## config.mk

```make
export PLATFORM = sky130hd
export DESIGN_NAME = hazard_scoreboard
export DESIGN_NICKNAME = d
export VERILOG_FILES = /design/src/rtl/hazard_scoreboard_pkg.sv /design/src/rtl/hazard_scoreboard_match.sv /design/src/rtl/hazard_scoreboard.sv
export SDC_FILE = /design/constraint.sdc
export NUM_CORES = 1
export LEC_CHECK = 0
export ABC_AREA = 1
export BUFFER_PORTS_ARGS = -buffer_cell sky130_fd_sc_hd__buf_2
export CAP_MARGIN = 20
export CORE_MARGIN = 2
export CORE_UTILIZATION = 60
export CTS_CLUSTER_DIAMETER = 80
export DETAILED_ROUTE_END_ITERATION = 6
export PLACE_DENSITY = 0.85
export SYNTH_ARGS = -nofsm -noshare
export SYNTH_HDL_FRONTEND = slang
export SYNTH_SLANG_ARGS = --single-unit
```

## constraint.sdc

```tcl
create_clock -name CLK -period 3.83 [get_ports CLK]
set_input_delay 0.383 -clock CLK [delete_from_list [all_inputs] [get_ports CLK]]
set_output_delay 0.383 -clock CLK [all_outputs]
set_load 0.01 [all_outputs]
```

## src/rtl/hazard_scoreboard_pkg.sv

```systemverilog
// Shared types for the hazard scoreboard: the shadow-slot record kept for
// each in-flight instruction and the operand source codes.
package hazard_scoreboard_pkg;

    localparam int REG_W = 5;

    typedef struct packed {
        logic             valid;
        logic [REG_W-1:0] dest;
        logic             wen;
        logic             load;
        logic [REG_W-1:0] rs;
        logic [REG_W-1:0] rt;
        logic             use_rs;
        logic             use_rt;
    } scb_slot_t;

    // Operand source codes for the default two forwarding stages; deeper
    // configurations continue the numbering (k = stage k).
    typedef enum logic [1:0] {
        FWD_RF  = 2'd0,
        FWD_MEM = 2'd1,
        FWD_WB  = 2'd2
    } fwd_sel_t;

    // Build a shadow slot; an invalid slot is all zeros so that stale
    // fields can never produce a forward from a bubble.
    function automatic scb_slot_t make_slot(
        input logic             valid,
        input logic [REG_W-1:0] dest,
        input logic             wen,
        input logic             load,
        input logic [REG_W-1:0] rs,
        input logic [REG_W-1:0] rt,
        input logic             use_rs,
        input logic             use_rt
    );
        scb_slot_t s;
        s = '0;
        if (valid) begin
            s.valid  = 1'b1;
            s.dest   = dest;
            s.wen    = wen;
            s.load   = load;
            s.rs     = rs;
            s.rt     = rt;
            s.use_rs = use_rs;
            s.use_rt = use_rt;
        end
        return s;
    endfunction

endpackage

```

## src/rtl/hazard_scoreboard_match.sv

```systemverilog
// Compares one source register against one shadow slot. STAGE is the
// forwarding stage the producer will occupy when the consumer is in EX.
module scb_match
    import hazard_scoreboard_pkg::*;
#(
    parameter int STAGE  = 1,
    parameter int LD_FWD = 2,
    parameter int FW     = 2
) (
    input  scb_slot_t        slot,
    input  logic [REG_W-1:0] src,
    input  logic             src_used,
    output logic             hit,
    output logic             load_blocked,
    output logic [FW-1:0]    stage
);

    localparam logic TOO_EARLY = (STAGE < LD_FWD);

    // Register 0 never matches; a load is blocked until it reaches LD_FWD.
    always_comb begin
        hit          = src_used && slot.valid && slot.wen &&
                       (slot.dest == src) && (src != '0);
        load_blocked = hit && slot.load && TOO_EARLY;
        stage        = hit ? FW'(STAGE) : '0;
    end

endmodule

```

## src/rtl/hazard_scoreboard.sv

```systemverilog
// Hazard scoreboard: shadow of in-flight destinations from EX through
// NFWD forwarding stages, driving forwarding selects, load-use stalls,
// redirect flushes, memory-wait freezes and stall/flush counters.
module hazard_scoreboard
    import hazard_scoreboard_pkg::*;
#(
    parameter int NFWD   = 2,
    parameter int LD_FWD = 2,
    parameter int CNTW   = 32
) (
    input  logic                        CLK,
    input  logic                        nRST,
    input  logic                        id_valid,
    input  logic [4:0]                  id_rs,
    input  logic [4:0]                  id_rt,
    input  logic                        id_use_rs,
    input  logic                        id_use_rt,
    input  logic [4:0]                  id_dest,
    input  logic                        id_wen,
    input  logic                        id_load,
    input  logic                        redirect,
    input  logic                        mem_wait,
    output logic                        pc_stall,
    output logic                        fd_stall,
    output logic                        fd_flush,
    output logic                        de_flush,
    output logic                        freeze,
    output logic [$clog2(NFWD+1)-1:0]   fwd_a,
    output logic [$clog2(NFWD+1)-1:0]   fwd_b,
    output logic [CNTW-1:0]             stall_cnt,
    output logic [CNTW-1:0]             flush_cnt
);

    localparam int FW = $clog2(NFWD+1);

    scb_slot_t       slots [0:NFWD];
    scb_slot_t       id_slot;
    logic            load_use;

    // Load-use checks: decode sources against slots 0..NFWD-1.
    logic [NFWD-1:0] blk_rs, blk_rt;
    logic [NFWD-1:0] unused_hit_rs, unused_hit_rt;
    logic [FW-1:0]   unused_stg_rs [0:NFWD-1];
    logic [FW-1:0]   unused_stg_rt [0:NFWD-1];

    // Forwarding checks: EX sources against slots 1..NFWD.
    logic [NFWD:1]   hit_a, hit_b, blk_a, blk_b;
    logic [FW-1:0]   stg_a [1:NFWD];
    logic [FW-1:0]   stg_b [1:NFWD];

    for (genvar j = 0; j < NFWD; j++) begin : g_ld
        scb_match #(.STAGE(j + 1), .LD_FWD(LD_FWD), .FW(FW)) u_rs (
            .slot(slots[j]), .src(id_rs), .src_used(id_valid && id_use_rs),
            .hit(unused_hit_rs[j]), .load_blocked(blk_rs[j]), .stage(unused_stg_rs[j])
        );
        scb_match #(.STAGE(j + 1), .LD_FWD(LD_FWD), .FW(FW)) u_rt (
            .slot(slots[j]), .src(id_rt), .src_used(id_valid && id_use_rt),
            .hit(unused_hit_rt[j]), .load_blocked(blk_rt[j]), .stage(unused_stg_rt[j])
        );
    end

    for (genvar k = 1; k <= NFWD; k++) begin : g_fwd
        scb_match #(.STAGE(k), .LD_FWD(LD_FWD), .FW(FW)) u_a (
            .slot(slots[k]), .src(slots[0].rs),
            .src_used(slots[0].valid && slots[0].use_rs),
            .hit(hit_a[k]), .load_blocked(blk_a[k]), .stage(stg_a[k])
        );
        scb_match #(.STAGE(k), .LD_FWD(LD_FWD), .FW(FW)) u_b (
            .slot(slots[k]), .src(slots[0].rt),
            .src_used(slots[0].valid && slots[0].use_rt),
            .hit(hit_b[k]), .load_blocked(blk_b[k]), .stage(stg_b[k])
        );
    end

    assign load_use = (|blk_rs) || (|blk_rt);

    // Pipeline control with priority mem_wait > redirect > load-use.
    always_comb begin
        freeze   = 1'b0;
        pc_stall = 1'b0;
        fd_stall = 1'b0;
        fd_flush = 1'b0;
        de_flush = 1'b0;
        if (mem_wait) begin
            freeze   = 1'b1;
            pc_stall = 1'b1;
            fd_stall = 1'b1;
        end else if (redirect) begin
            fd_flush = 1'b1;
            de_flush = 1'b1;
        end else if (load_use) begin
            pc_stall = 1'b1;
            fd_stall = 1'b1;
            de_flush = 1'b1;
        end
    end

    // Youngest matching producer wins; a too-early load falls back to the RF.
    always_comb begin
        fwd_a = FW'(FWD_RF);
        fwd_b = FW'(FWD_RF);
        for (int k = NFWD; k >= 1; k--) begin
            if (hit_a[k]) fwd_a = blk_a[k] ? FW'(FWD_RF) : stg_a[k];
            if (hit_b[k]) fwd_b = blk_b[k] ? FW'(FWD_RF) : stg_b[k];
        end
    end

    // Next EX entry; a flush of ID/EX loads a bubble.
    always_comb begin
        id_slot = make_slot(id_valid && !de_flush, id_dest, id_wen, id_load,
                            id_rs, id_rt, id_use_rs, id_use_rt);
    end

    // Shadow shift (held during freeze) and free-running perf counters.
    always_ff @(posedge CLK or negedge nRST) begin
        if (!nRST) begin
            for (int k = 0; k <= NFWD; k++) slots[k] <= '0;
            stall_cnt <= '0;
            flush_cnt <= '0;
        end else begin
            if (!freeze) begin
                slots[0] <= id_slot;
                for (int k = 1; k <= NFWD; k++) slots[k] <= slots[k-1];
            end
            stall_cnt <= stall_cnt + CNTW'(pc_stall);
            flush_cnt <= flush_cnt + CNTW'(fd_flush);
        end
    end

endmodule

```

==> summary.txt, run 1 <==
Outcome
  • Status: complete, no violations

Drt
  • Wire length per cell: 15.5 microns
  • Vias per cell: 5.63
  • Routed Antenna Nets: 0
  • DR DRC count: 0
  • WL final: 12.3 mm
  • Routed via count: 4480
  • First DRT Iteration DRCs: 307
  • Drt pass-1 iters: 5

Synthesis
  • Top FF cell, synth: dfrtp_1
  • Post-synth ARST share: 100%
  • Post-synth EDFFs: 0
  • Synthesized area per cell: 8.66 sq um
  • Syn. warnings: 0
  • Post-synth cell types: 33
  • Post-Syn Nets: 616
  • Mapped Area: 5090 sq um
  • Cells after Synth: 588
  • #FFs+latches synth: 99
  • Sequential area share after synthesis: 48.6%

STA
  • Final worst-path cycle share: 76.9%
  • Slew HR: 39.9%
  • Setup TNS Final: 0 ns
  • Fmax: 0.340 GHz
  • Fin crit period: 2.94 ns
  • Hold Fails Final Rpt: 0
  • Unrepaired setup endpoints after global routing: false
  • Least-Margin Pin Slew: 0.901 ns
  • Fin. max-slew vios: 0
  • Setup violators final: 0
  • Worst Skew: 0.0128 ns
  • Final setup margin: 0.886 ns

Global routing
  • Remaining Overflow, GRT: 0
  • First-pass GRT wire length: 20.4 mm
  • Vias in the first global route: 4217
  • Initial antenna violation count: 0
  • Total track usage: 28.7%
  • Pin count of the biggest net entering global routing: 74

Die
  • FP Rows: 33
  • Die Y: 96.1 microns
  • Core ar.: 8220 sq um
  • Initial Util: 62.0%
  • Die Area: 9240 sq um
  • # IOs: 97
  • Die Wd: 96.1 microns

Run
  • Maxcap violations: 0

Final layout
  • Commonest non-fill, non-tap cell in the layout: nand2_1
  • Area growth from synthesis to layout: 16.0%
  • Core Util, Final: 71.9%
  • Post-route insts no fill: 796
  • Share of layout cells above drive strength 1: 20.4%
  • Multi-input logic area: 2330 sq um
  • Post-route cell area: 5910 sq um
  • # diodes: 0
  • Fillers: 653
  • Register area: 2480 sq um
  • Most frequent cells in the layout: 146 x nand2_1, 99 x dfrtp_1, 95 x buf_2
  • Final net count: 714

CTS
  • CTS tree: built
  • Post-CTS setup buffer count: 0
  • Hold-fix buffers, CTS: 0
  • PostCTS Resize Cnt: 0
  • Worst skew pair latency: 0.36 ns
  • H-tree depth: 3
  • Clock transition at the registers of the reported paths: 0.10 ns
  • CTS Buf Count: 9
  • Clk sink count: 99
  • Clk root buf: clkbuf_8
  • Clk buf depth: 2

Place
  • Buffers on Ports: 96
  • Hpwl dp: 9.14 mm
  • Area after DPL: 5670 sq um
  • Cell count after placement: 779
  • Post-Place Setup Slack: 0.876 ns
  • Final GP Congestion: 0.979

Power
  • Seq pwr share: 52.8%
  • Clock group share of total power: 31.6%
  • Leakage: 3.17 nW
  • Sw frac: 28.9%
  • Comb power frac: 15.6%
  • Int Pwr: 1.69 mW
  • Pwr/cell area: 403 nW/um^2
  • P_sw: 0.687 mW
  • VDD IR max: 289 uV

Hold path
  • Worst min path class: in -> async

Worst setup path
  • R2R Path Start: slots[54]
  • Crit path DAT: 3.20 ns
  • Cell count of the worst reg-to-reg path: 18
  • WP data required: 4.09 ns
  • Crit end category: flop
  • WS Path Type: reg -> reg
  • Critical Path Fanout Max: 4
  • Worst reg2reg path endpoint: stall_cnt[22]
  • CP Launch Type: flop
  • R2r setup slk: 0.89 ns
power by group through the flow:
stage | combinational, mW | sequential (mW) | clock [mW]
floorplan | 0.181 | 1.28 | 0
global placement | 0.354 | 1.27 | 0
detailed placement | 0.368 | 1.28 | 0
CTS | 0.374 | 1.26 | 0.761
global route | 0.421 | 1.27 | 0.813
finish | 0.371 | 1.26 | 0.752
state kept, by name (all words and copies together), names as in the netlist:
name,cells
flush_cnt,32
slots,35
stall_cnt,32
worst max path at each step:
stage | to | start
after floorplan | stall_cnt[22] | slots[54]
after CTS | stall_cnt[22] | slots[54]
after global placement | stall_cnt[22] | id_rt[0]
final | stall_cnt[22] | slots[54]
after global routing | stall_cnt[22] | slots[58]
after detailed placement | stall_cnt[22] | id_rt[1]
critical path: stages (launching register included):
cell	delay, ns
dfrtp_1	0.43
inv_1	0.11
nand2_1	0.06
nand2_1	0.05
nand2_1	0.05
nor2_1	0.07
nand3_1	0.06
nand2_1	0.10
nand2_1	0.05
o21ai_0	0.38
ha_1	0.26
ha_1	0.20
nand3_2	0.14
nor2_4	0.14
nor3b_4	0.24
nand2_2	0.15
nor2_4	0.16
nand2_2	0.06
xnor2_1	0.12
Yosys cell counts, drive strengths merged, types with 6 or more instances:
cell	n	area, sq um
buf	6	35.0
clkbuf	8	30.0
dfrtp	99	2480
inv	60	225
nand2	155	609
nand3	27	140
nand4	42	269
nor2	50	228
nor3	26	146
nor4	9	62.6
o21ai	15	75.1
xnor2	30	263
xor2	43	377
per-stage QoR:
step                      total power [mW]  hold WS (ns)
after floorplan                       1.47        0.0874
after global placement                1.62         0.456
after detailed placement              1.64         0.465
after CTS                             2.39         0.171
after global routing                  2.51         0.197
final                                 2.38         0.128
final cells by class:
class | instances | share of cell area, %
Clock inverter | 5 | 1.27
Timing Repair Buffer | 101 | 8.81
Inverter | 60 | 3.81
Tap cell | 105 | 2.22
Clock buffer | 11 | 2.56
Multi-Input combinational cell | 415 | 39.4
Sequential cell | 99 | 41.9
per-layer routing:
metal  vias to the layer above  share of wire (%)  wire, microns  global-route usage, %
met1                      2151                 42           5230                   38.8
met3                        27                6.8            834                   4.78
met2                       189                 48           5960                   45.7
met5                         -                  0              0                      0
li1                       2113                  -              -                      -
met4                         0                2.6            319                   12.1
cell families (layout without fill, tap and decap cells):
| logic type | Yosys count | count (layout) | synth area share (%) |
|---|---|---|---|
| AND/OR/NAND/NOR | 313 | 313 | 29.4 |
| XOR/XNOR | 73 | 73 | 12.6 |
| flip-flops | 99 | 99 | 48.6 |
| adder cells (fa/ha/maj) | 4 | 4 | 0.983 |
| buffers and inverters | 74 | 177 | 5.70 |
| AO/OA/AOI/OAI | 25 | 25 | 2.70 |
Note: power is estimated with default switching activity, not from simulation.
==> run 2: changes to the inputs <==
--- a/config.mk
+++ b/config.mk
@@ -9,10 +9,10 @@
 export BUFFER_PORTS_ARGS = -buffer_cell sky130_fd_sc_hd__buf_2
 export CAP_MARGIN = 20
 export CORE_MARGIN = 2
-export CORE_UTILIZATION = 60
+export CORE_UTILIZATION = 56
 export CTS_CLUSTER_DIAMETER = 80
 export DETAILED_ROUTE_END_ITERATION = 6
-export PLACE_DENSITY = 0.85
+export PLACE_DENSITY = 0.81
 export SYNTH_ARGS = -nofsm -noshare
 export SYNTH_HDL_FRONTEND = slang
 export SYNTH_SLANG_ARGS = --single-unit
==> constraint.sdc (replaced) <==
create_clock -name CLK -period 2.9 [get_ports CLK]
set_input_delay 0.29 -clock CLK [delete_from_list [all_inputs] [get_ports CLK]]
set_output_delay 0.29 -clock CLK [all_outputs]
set_load 0.01 [all_outputs]
==> run 2 against run 1 <==
Effect of this change: the run now ends with negative hold slack left; utilization down 4.4 points; count of clock-buffer cells in the layout decreased by 2; sequential power grew 33%; critical path depth is the same; worst hold slack got worse by 0.14 ns; total power grew 26%; clock skew increased by 0.0069 ns; largest cell class unchanged.
==> summary.txt, run 2 (synthesis gave the netlist of run 1 again) <==
Outcome
  • Status: finished with violations (was complete, no violations)
  • Failing checks: negative hold slack

Worst setup path
  • Critical path's slowest cell: dfrtp_1 (unchanged)
  • CP Cell Sequence: inv_1 -> nand2_1 -> nand2_1 -> nand2_1 -> nor2_1 -> nand3_1 -> nand2_1 -> nand2_1 -> o21ai_2 -> ha_2 -> ha_4 -> nand3_4 -> nor2_4 -> nor3b_4 -> nand2_4 -> nor2_4 -> nand2_2 -> xnor2_1 (was inv_1 -> nand2_1 -> nand2_1 -> nand2_1 -> nor2_1 -> nand3_1 -> nand2_1 -> nand2_1 -> o21ai_0 -> ha_1 -> ha_1 -> nand3_2 -> nor2_4 -> nor3b_4 -> nand2_2 -> nor2_4 -> nand2_2 -> xnor2_1)
  • WP data required: 3.15 ns (was 4.09 ns)
  • Crit path DAT: 2.85 ns (was 3.20 ns)
  • CP dominant cell by count: nand2_1 (unchanged)
  • CP peak stage delay: 0.44 ns (was 0.43 ns)
  • CP Launch Type: flop (unchanged)
  • Critical Path Fanout Max: 4 (unchanged)
  • Crit end category: flop (unchanged)
  • WS Path Type: reg -> reg (unchanged)

Die
  • Die Wd: 99.4 microns (was 96.1 microns)
  • FP Rows: 34 (was 33)
  • Die Area: 9870 sq um (was 9240 sq um)
  • Die Y: 99.4 microns (was 96.1 microns)
  • Core ar.: 8760 sq um (was 8220 sq um)
  • Initial Util: 58.1% (was 62.0%)
  • # IOs: 97 (unchanged)

STA
  • Final worst-path cycle share: 89.6% (was 76.9%)
  • Fin. max-slew vios: 0 (unchanged)
  • Hold Fails Final Rpt: 4 (was 0)
  • Fin crit period: 2.60 ns (was 2.94 ns)
  • Final setup margin: 0.300 ns (was 0.886 ns)
  • Setup TNS Final: 0 ns (unchanged)
  • Slew HR: 49.2% (was 39.9%)
  • Worst hold slack: -0.00721 ns (was 0.128 ns)
  • Worst Skew: 0.0197 ns (was 0.0128 ns)
  • Fmax: 0.385 GHz (was 0.340 GHz)
  • Least-Margin Pin Slew: 0.762 ns (was 0.901 ns)
  • Setup violators final: 0 (unchanged)

CTS
  • Clk buf depth: 2 (unchanged)
  • Clock transition at the registers of the reported paths: 0.10 ns (about the same)
  • Worst skew pair latency: 0.37 ns (was 0.36 ns)
  • Clk sink count: 99 (unchanged)
  • CTS tree: built (unchanged)
  • CTS Buf Count: 9 (unchanged)
  • Clk root buf: clkbuf_8 (unchanged)
  • H-tree depth: 3 (unchanged)

Global routing
  • Vias in the first global route: 4248 (was 4217)
  • Remaining Overflow, GRT: 0 (unchanged)
  • Total track usage: 26.1% (was 28.7%)
  • Initial antenna violation count: 0 (unchanged)
  • Pin count of the biggest net entering global routing: 59 (was 74)
  • First-pass GRT wire length: 20.7 mm (was 20.4 mm)

Power
  • P_sw: 0.961 mW (was 0.687 mW)
  • Comb power frac: 16.6% (was 15.6%)
  • Clock group share of total power: 27.9% (was 31.6%)
  • Int Pwr: 2.04 mW (was 1.69 mW)
  • Leakage: 3.18 nW (was 3.17 nW)
  • Pwr/cell area: 508 nW/um^2 (was 403 nW/um^2)
  • Seq pwr share: 55.5% (was 52.8%)
  • Sw frac: 32.0% (was 28.9%)
  • VDD IR max: 348 uV (was 289 uV)

Final layout
  • Core Util, Final: 67.5% (was 71.9%)
  • Number of flip-flops under the largest register name: 35 (unchanged)
  • Biggest regs: slots: 35 flops, flush_cnt: 32 flops, stall_cnt: 32 flops (unchanged)
  • # diodes: 0 (unchanged)
  • Most frequent cells in the layout: 146 x nand2_1, 99 x dfrtp_1, 95 x buf_2 (unchanged)
  • Share of layout cells above drive strength 1: 21.2% (was 20.4%)
  • Commonest non-fill, non-tap cell in the layout: nand2_1 (unchanged)
  • Fillers: 741 (was 653)
  • Top reg by flops: slots (unchanged)
  • Post-route insts no fill: 801 (was 796)
  • Area growth from synthesis to layout: 16.1% (was 16.0%)
  • Final net count: 716 (was 714)

Drt
  • Routed via count: 4402 (was 4480)
  • First DRT Iteration DRCs: 246 (was 307)
  • Wire length per cell: 15.3 microns (was 15.5 microns)
  • Vias per cell: 5.50 (was 5.63)
  • WL final: 12.2 mm (was 12.3 mm)
  • DR DRC count: 0 (unchanged)
  • Routed Antenna Nets: 0 (unchanged)
  • Drt pass-1 iters: 5 (unchanged)

Hold path
  • Worst min path class: in -> async (unchanged)

Place
  • Final GP Congestion: 0.940 (was 0.979)
  • Cell count after placement: 784 (was 779)
  • Hpwl dp: 9.13 mm (was 9.14 mm)
  • Buffers on Ports: 96 (unchanged)
  • Post-Place Setup Slack: 0.146 ns (was 0.876 ns)

Run
  • Maxcap violations: 0 (unchanged)
==> run 2: changes by cell type in the layout (fill, tap and decap cells not counted), moves of 2 or more <==
| cell | delta |
|---|---|
| buf_4 | +2 |
| bufinv_16 | -2 |
| clkbuf_8 | -2 |
| ha_1 | -2 |
| inv_6 | +3 |
==> run 2: final cells by class <==
class                      instances  area [sq um]  area share, %
multi-input combinational        415          2360           39.9
timing repair buffer             103           536           9.06
inverter                          60           225           3.81
tap                              108           135           2.29
sequential                        99          2480           41.9
clock inverter                     7          56.3          0.952
clock buffer                       9           124           2.09
==> run 2: power groups by stage <==
stage / combinational, mW / clock [mW] / sequential [mW]
after floorplan: 0.239 / 0 / 1.70
final: 0.499 / 0.837 / 1.67
after detailed placement: 0.490 / 0 / 1.68
after global routing: 0.568 / 0.902 / 1.69
after CTS: 0.493 / 0.847 / 1.66
after global placement: 0.478 / 0 / 1.67
==> run 2: metal layers <==
layer | up-vias | track usage [%] | wire length, microns
li1 | 2111 | - | -
met1 | 2126 | 36.5 | 5450
met2 | 158 | 43.3 | 6000
met3 | 7 | 4.78 | 712
met4 | 0 | 4.85 | 76
met5 | - | 0 | 0
==> run 2: path summary, 6_finish.rpt <==
path / start / endpoint / slack [ns] / cells past startpoint
max: slots[54] / stall_cnt[22] / 0.30 / 18
min: nRST / slots[42] / -0.007 / 1
max reg2reg: slots[54] / stall_cnt[22] / 0.30 / 18
min reg2reg: stall_cnt[31] / stall_cnt[31] / 0.47 / 1
max in group asynchronous: nRST / slots[49] / 2.18 / 2
min in group CLK: id_dest[1] / slots[55] / 0.16 / 3
==> run 2: worst max-delay path: cells and delay by family (launching register included) <==
family | cells | cell delay, ns
AO/OA/AOI/OAI | 1 | 0.15
buffers and inverters | 1 | 0.10
adder cells (fa/ha/maj) | 2 | 0.37
flip-flops | 1 | 0.44
AND/OR/NAND/NOR | 13 | 1.30
XOR/XNOR | 1 | 0.13
==> run 2: through the flow <==
stage | total power [mW] | instance area, sq um
final | 3.00 | 5910
after global routing | 3.16 | 5910
after CTS | 3.00 | 5870
after detailed placement | 2.17 | 5690
after global placement | 2.15 | 5690
after floorplan | 1.94 | 5090
==> run 2: repair_timing <==
item | in CTS | in global routing
buffers inserted | 0 | 0
gates resized for setup | 0 | 8
hold buffers | 0 | 0
setup endpoints to repair | 0 | 13
endpoints found under the hold margin | 0 | 0
==> run 3: changes to the inputs <==
--- a/config.mk
+++ b/config.mk
@@ -9,10 +9,11 @@
 export BUFFER_PORTS_ARGS = -buffer_cell sky130_fd_sc_hd__buf_2
 export CAP_MARGIN = 20
 export CORE_MARGIN = 2
-export CORE_UTILIZATION = 56
+export CORE_UTILIZATION = 55
 export CTS_CLUSTER_DIAMETER = 80
 export DETAILED_ROUTE_END_ITERATION = 6
-export PLACE_DENSITY = 0.81
+export PLACE_DENSITY = 0.77
 export SYNTH_ARGS = -nofsm -noshare
 export SYNTH_HDL_FRONTEND = slang
+export SYNTH_HIERARCHICAL = 1
 export SYNTH_SLANG_ARGS = --single-unit
==> run 3 against run 2 <==
Effect of this change: the run now ends clean; sequential share of layout area fell by 5.0 points; clock skew decreased by 0.011 ns; critical endpoint is now stall_cnt[30]; via count up 21%; first-iteration DRC count is 23% higher; non-clock buffer count shrank 1; register-to-register slack better by 0.14 ns; area after synthesis is 17% higher; utilization fell by 3.0 points; final cell count grew 37%; sequential power fell by 3%; sequential cell count did not move.
==> summary.txt, run 3 <==
Die
  • FP Rows: 37 (was 34)
  • Core ar.: 10400 sq um (was 8760 sq um)
  • Initial Util: 57.1% (was 58.1%)
  • Die Area: 11700 sq um (was 9870 sq um)
  • # IOs: 97 (unchanged)
  • Die Wd: 108 microns (was 99.4 microns)
  • Die Y: 108 microns (was 99.4 microns)

Final layout
  • Final net count: 987 (was 716)
  • # diodes: 0 (unchanged)
  • Share of layout cells above drive strength 1: 16.2% (was 21.2%)
  • Post-route insts no fill: 1100 (was 801)
  • Top reg by flops: slots (unchanged)
  • Number of flip-flops under the largest register name: 35 (unchanged)
  • Most frequent cells in the layout: 307 x nand2_1, 127 x inv_1, 120 x nor2_1 (was 146 x nand2_1, 99 x dfrtp_1, 95 x buf_2)
  • Area growth from synthesis to layout: 12.9% (was 16.1%)
  • Biggest regs: slots: 35 flops, flush_cnt: 32 flops, stall_cnt: 32 flops (unchanged)
  • Commonest non-fill, non-tap cell in the layout: nand2_1 (unchanged)

Global routing
  • Initial antenna violation count: 0 (unchanged)
  • Remaining Overflow, GRT: 0 (unchanged)
  • Pin count of the biggest net entering global routing: 38 (was 59)
  • Total track usage: 25.2% (was 26.1%)
  • Vias in the first global route: 4783 (was 4248)
  • First-pass GRT wire length: 22.9 mm (was 20.7 mm)

Synthesis
  • Cells after Synth: 873 (was 588)
  • Synthesized area per cell: 6.82 sq um (was 8.66 sq um)
  • Syn. warnings: 6 (was 0)
  • Mapped Area: 5950 sq um (was 5090 sq um)

Worst setup path
  • Crit path DAT: 2.72 ns (was 2.85 ns)
  • Family with the most delay on the worst path: simple AND/OR/NAND/NOR gates (unchanged)
  • Crit end category: flop (unchanged)
  • Worst reg2reg path endpoint: stall_cnt[30] (was stall_cnt[22])
  • CP peak stage delay: 0.44 ns (about the same)
  • Critical Path Fanout Max: 5 (was 4)
  • R2R Path Start: slots[59] (was slots[54])
  • Cell count of the worst reg-to-reg path: 17 (was 18)
  • WS Path Type: reg -> reg (unchanged)
  • CP Cell Sequence: nand3_1 -> nor2_1 -> nand4_1 -> nor2_1 -> nor2_1 -> nand2_1 -> nor2_1 -> nor2_1 -> ha_1 -> ha_1 -> nand2_1 -> nor2_4 -> nand2_2 -> nor2_4 -> nand2_1 -> nand2_1 -> nand2_1 (was inv_1 -> nand2_1 -> nand2_1 -> nand2_1 -> nor2_1 -> nand3_1 -> nand2_1 -> nand2_1 -> o21ai_2 -> ha_2 -> ha_4 -> nand3_4 -> nor2_4 -> nor3b_4 -> nand2_4 -> nor2_4 -> nand2_2 -> xnor2_1)
  • WP data required: 3.16 ns (was 3.15 ns)
  • CP Launch Type: flop (unchanged)
  • Critical path's slowest cell: dfrtp_1 (unchanged)
  • CP Buf/Inv Count: 0 (was 1)
  • R2r setup slk: 0.44 ns (was 0.30 ns)

Hold path
  • WHS Path Cells: 3
  • Worst min path class: in -> reg (was in -> async)
  • Worst hold path endpoint: slots[56]
  • Hold wc startpoint: id_dest[2]

CTS
  • H-tree depth: 3 (unchanged)
  • Clock transition at the registers of the reported paths: 0.10 ns (about the same)
  • Clk root buf: clkbuf_8 (unchanged)
  • CTS Buf Count: 9 (unchanged)
  • Worst skew pair latency: 0.37 ns (about the same)
  • CTS tree: built (unchanged)
  • Clk buf depth: 2 (unchanged)
  • Clk sink count: 99 (unchanged)
  • Post-CTS setup buffer count: 0 (unchanged)

STA
  • Fin. max-slew vios: 0 (unchanged)
  • Setup TNS Final: 0 ns (unchanged)
  • Worst hold slack: 0.144 ns (was -0.00721 ns)
  • Final worst-path cycle share: 84.7% (was 89.6%)
  • Hold Fails Final Rpt: 0 (was 4)
  • Slew HR: 46.9% (was 49.2%)
  • Final setup margin: 0.443 ns (was 0.300 ns)
  • Worst Skew: 0.00849 ns (was 0.0197 ns)
  • Fin crit period: 2.46 ns (was 2.60 ns)
  • Setup violators final: 0 (unchanged)
  • Least-Margin Pin Slew: 0.795 ns (was 0.762 ns)
  • Fmax: 0.407 GHz (was 0.385 GHz)
  • Unrepaired setup endpoints after global routing: false

Drt
  • Drt pass-1 iters: 5 (unchanged)
  • Metal3 WL: 795 microns (was 712 microns)
  • Max layer used: met4 (unchanged)
  • First DRT Iteration DRCs: 302 (was 246)
  • Vias per cell: 4.85 (was 5.50)
  • Routed via count: 5330 (was 4402)
  • WL final: 13.8 mm (was 12.2 mm)
  • Routed wl met2: 6.06 mm (was 6.00 mm)
  • DR DRC count: 0 (unchanged)
  • Wire length per cell: 12.5 microns (was 15.3 microns)
  • Routed Antenna Nets: 0 (unchanged)
  • M1 WL: 6.77 mm (was 5.45 mm)

Place
  • Buffers on Ports: 96 (unchanged)
  • Cell count after placement: 1083 (was 784)
  • Post-Place Setup Slack: 0.441 ns (was 0.146 ns)
  • Hpwl dp: 10.5 mm (was 9.13 mm)
  • Final GP Congestion: 0.911 (was 0.940)

Power
  • Total power: 3.06 mW (was 3.00 mW)
  • VDD IR max: 511 uV (was 348 uV)
  • Leakage: 3.35 nW (was 3.18 nW)
  • Pwr/cell area: 455 nW/um^2 (was 508 nW/um^2)

Outcome
  • Status: complete, no violations (was finished with violations)

Run
  • Maxcap violations: 0 (unchanged)
[run 3: report_power, final]
group	leakage (nW)	internal [mW]	switching, mW
clock	0.108	0.467	0.490
sequential	1.35	1.48	0.133
combinational	1.89	0.186	0.298
[run 3: worst register-to-register path, stage by stage, from the launching register on]
cell and delay (ns):
dfrtp_1 0.44, nand3_1 0.11, nor2_1 0.13, nand4_1 0.11
nor2_1 0.10, nor2_1 0.06, nand2_1 0.06, nor2_1 0.05
nor2_1 0.17, ha_1 0.21, ha_1 0.19, nand2_1 0.10
nor2_4 0.16, nand2_2 0.10, nor2_4 0.16, nand2_1 0.07
nand2_1 0.06, nand2_1 0.08
[run 3: through the flow]
stage / instance area, sq um / utilization [%]
after floorplan: 5960 / -
after global placement: 6500 / 62.4
after detailed placement: 6500 / 62.4
after CTS: 6720 / 64.5
after global routing: 6720 / 64.5
final: 6720 / 64.5
[run 3: layer usage]
| layer | track usage, % | vias to the layer above |
|---|---|---|
| met1 | 37.6 | 2421 |
| li1 | - | 2762 |
| met2 | 38.3 | 136 |
| met4 | 7.42 | 0 |
| met5 | 0 | - |
| met3 | 3.68 | 11 |
[run 3: layout make-up]
cell class / count / area (sq um)
Sequential cell: 99 / 2480
Multi-Input combinational cell: 616 / 2820
Clock buffer: 12 / 165
Fill cell: 963 / 3700
Timing Repair Buffer: 102 / 543
Clock inverter: 4 / 47.5
Inverter: 131 / 492
Tap cell: 136 / 170
[run 3: repair_timing]
item	CTS	global route
endpoints found under the hold margin	34	0
gates resized for setup	0	0
hold buffers	1	0
[run 3: worst max path at each step]
stage / startpoint / end / slack [ns] / cells after the start
2_1_floorplan: slots[57] / stall_cnt[28] / 0.47 / 19
3_3_place_gp: id_valid / stall_cnt[28] / 0.54 / 20
3_5_place_dp: id_valid / stall_cnt[28] / 0.44 / 20
4_1_cts: slots[59] / stall_cnt[30] / 0.45 / 17
5_1_grt: slots[55] / stall_cnt[30] / 0.08 / 19
6_report: slots[59] / stall_cnt[30] / 0.44 / 17
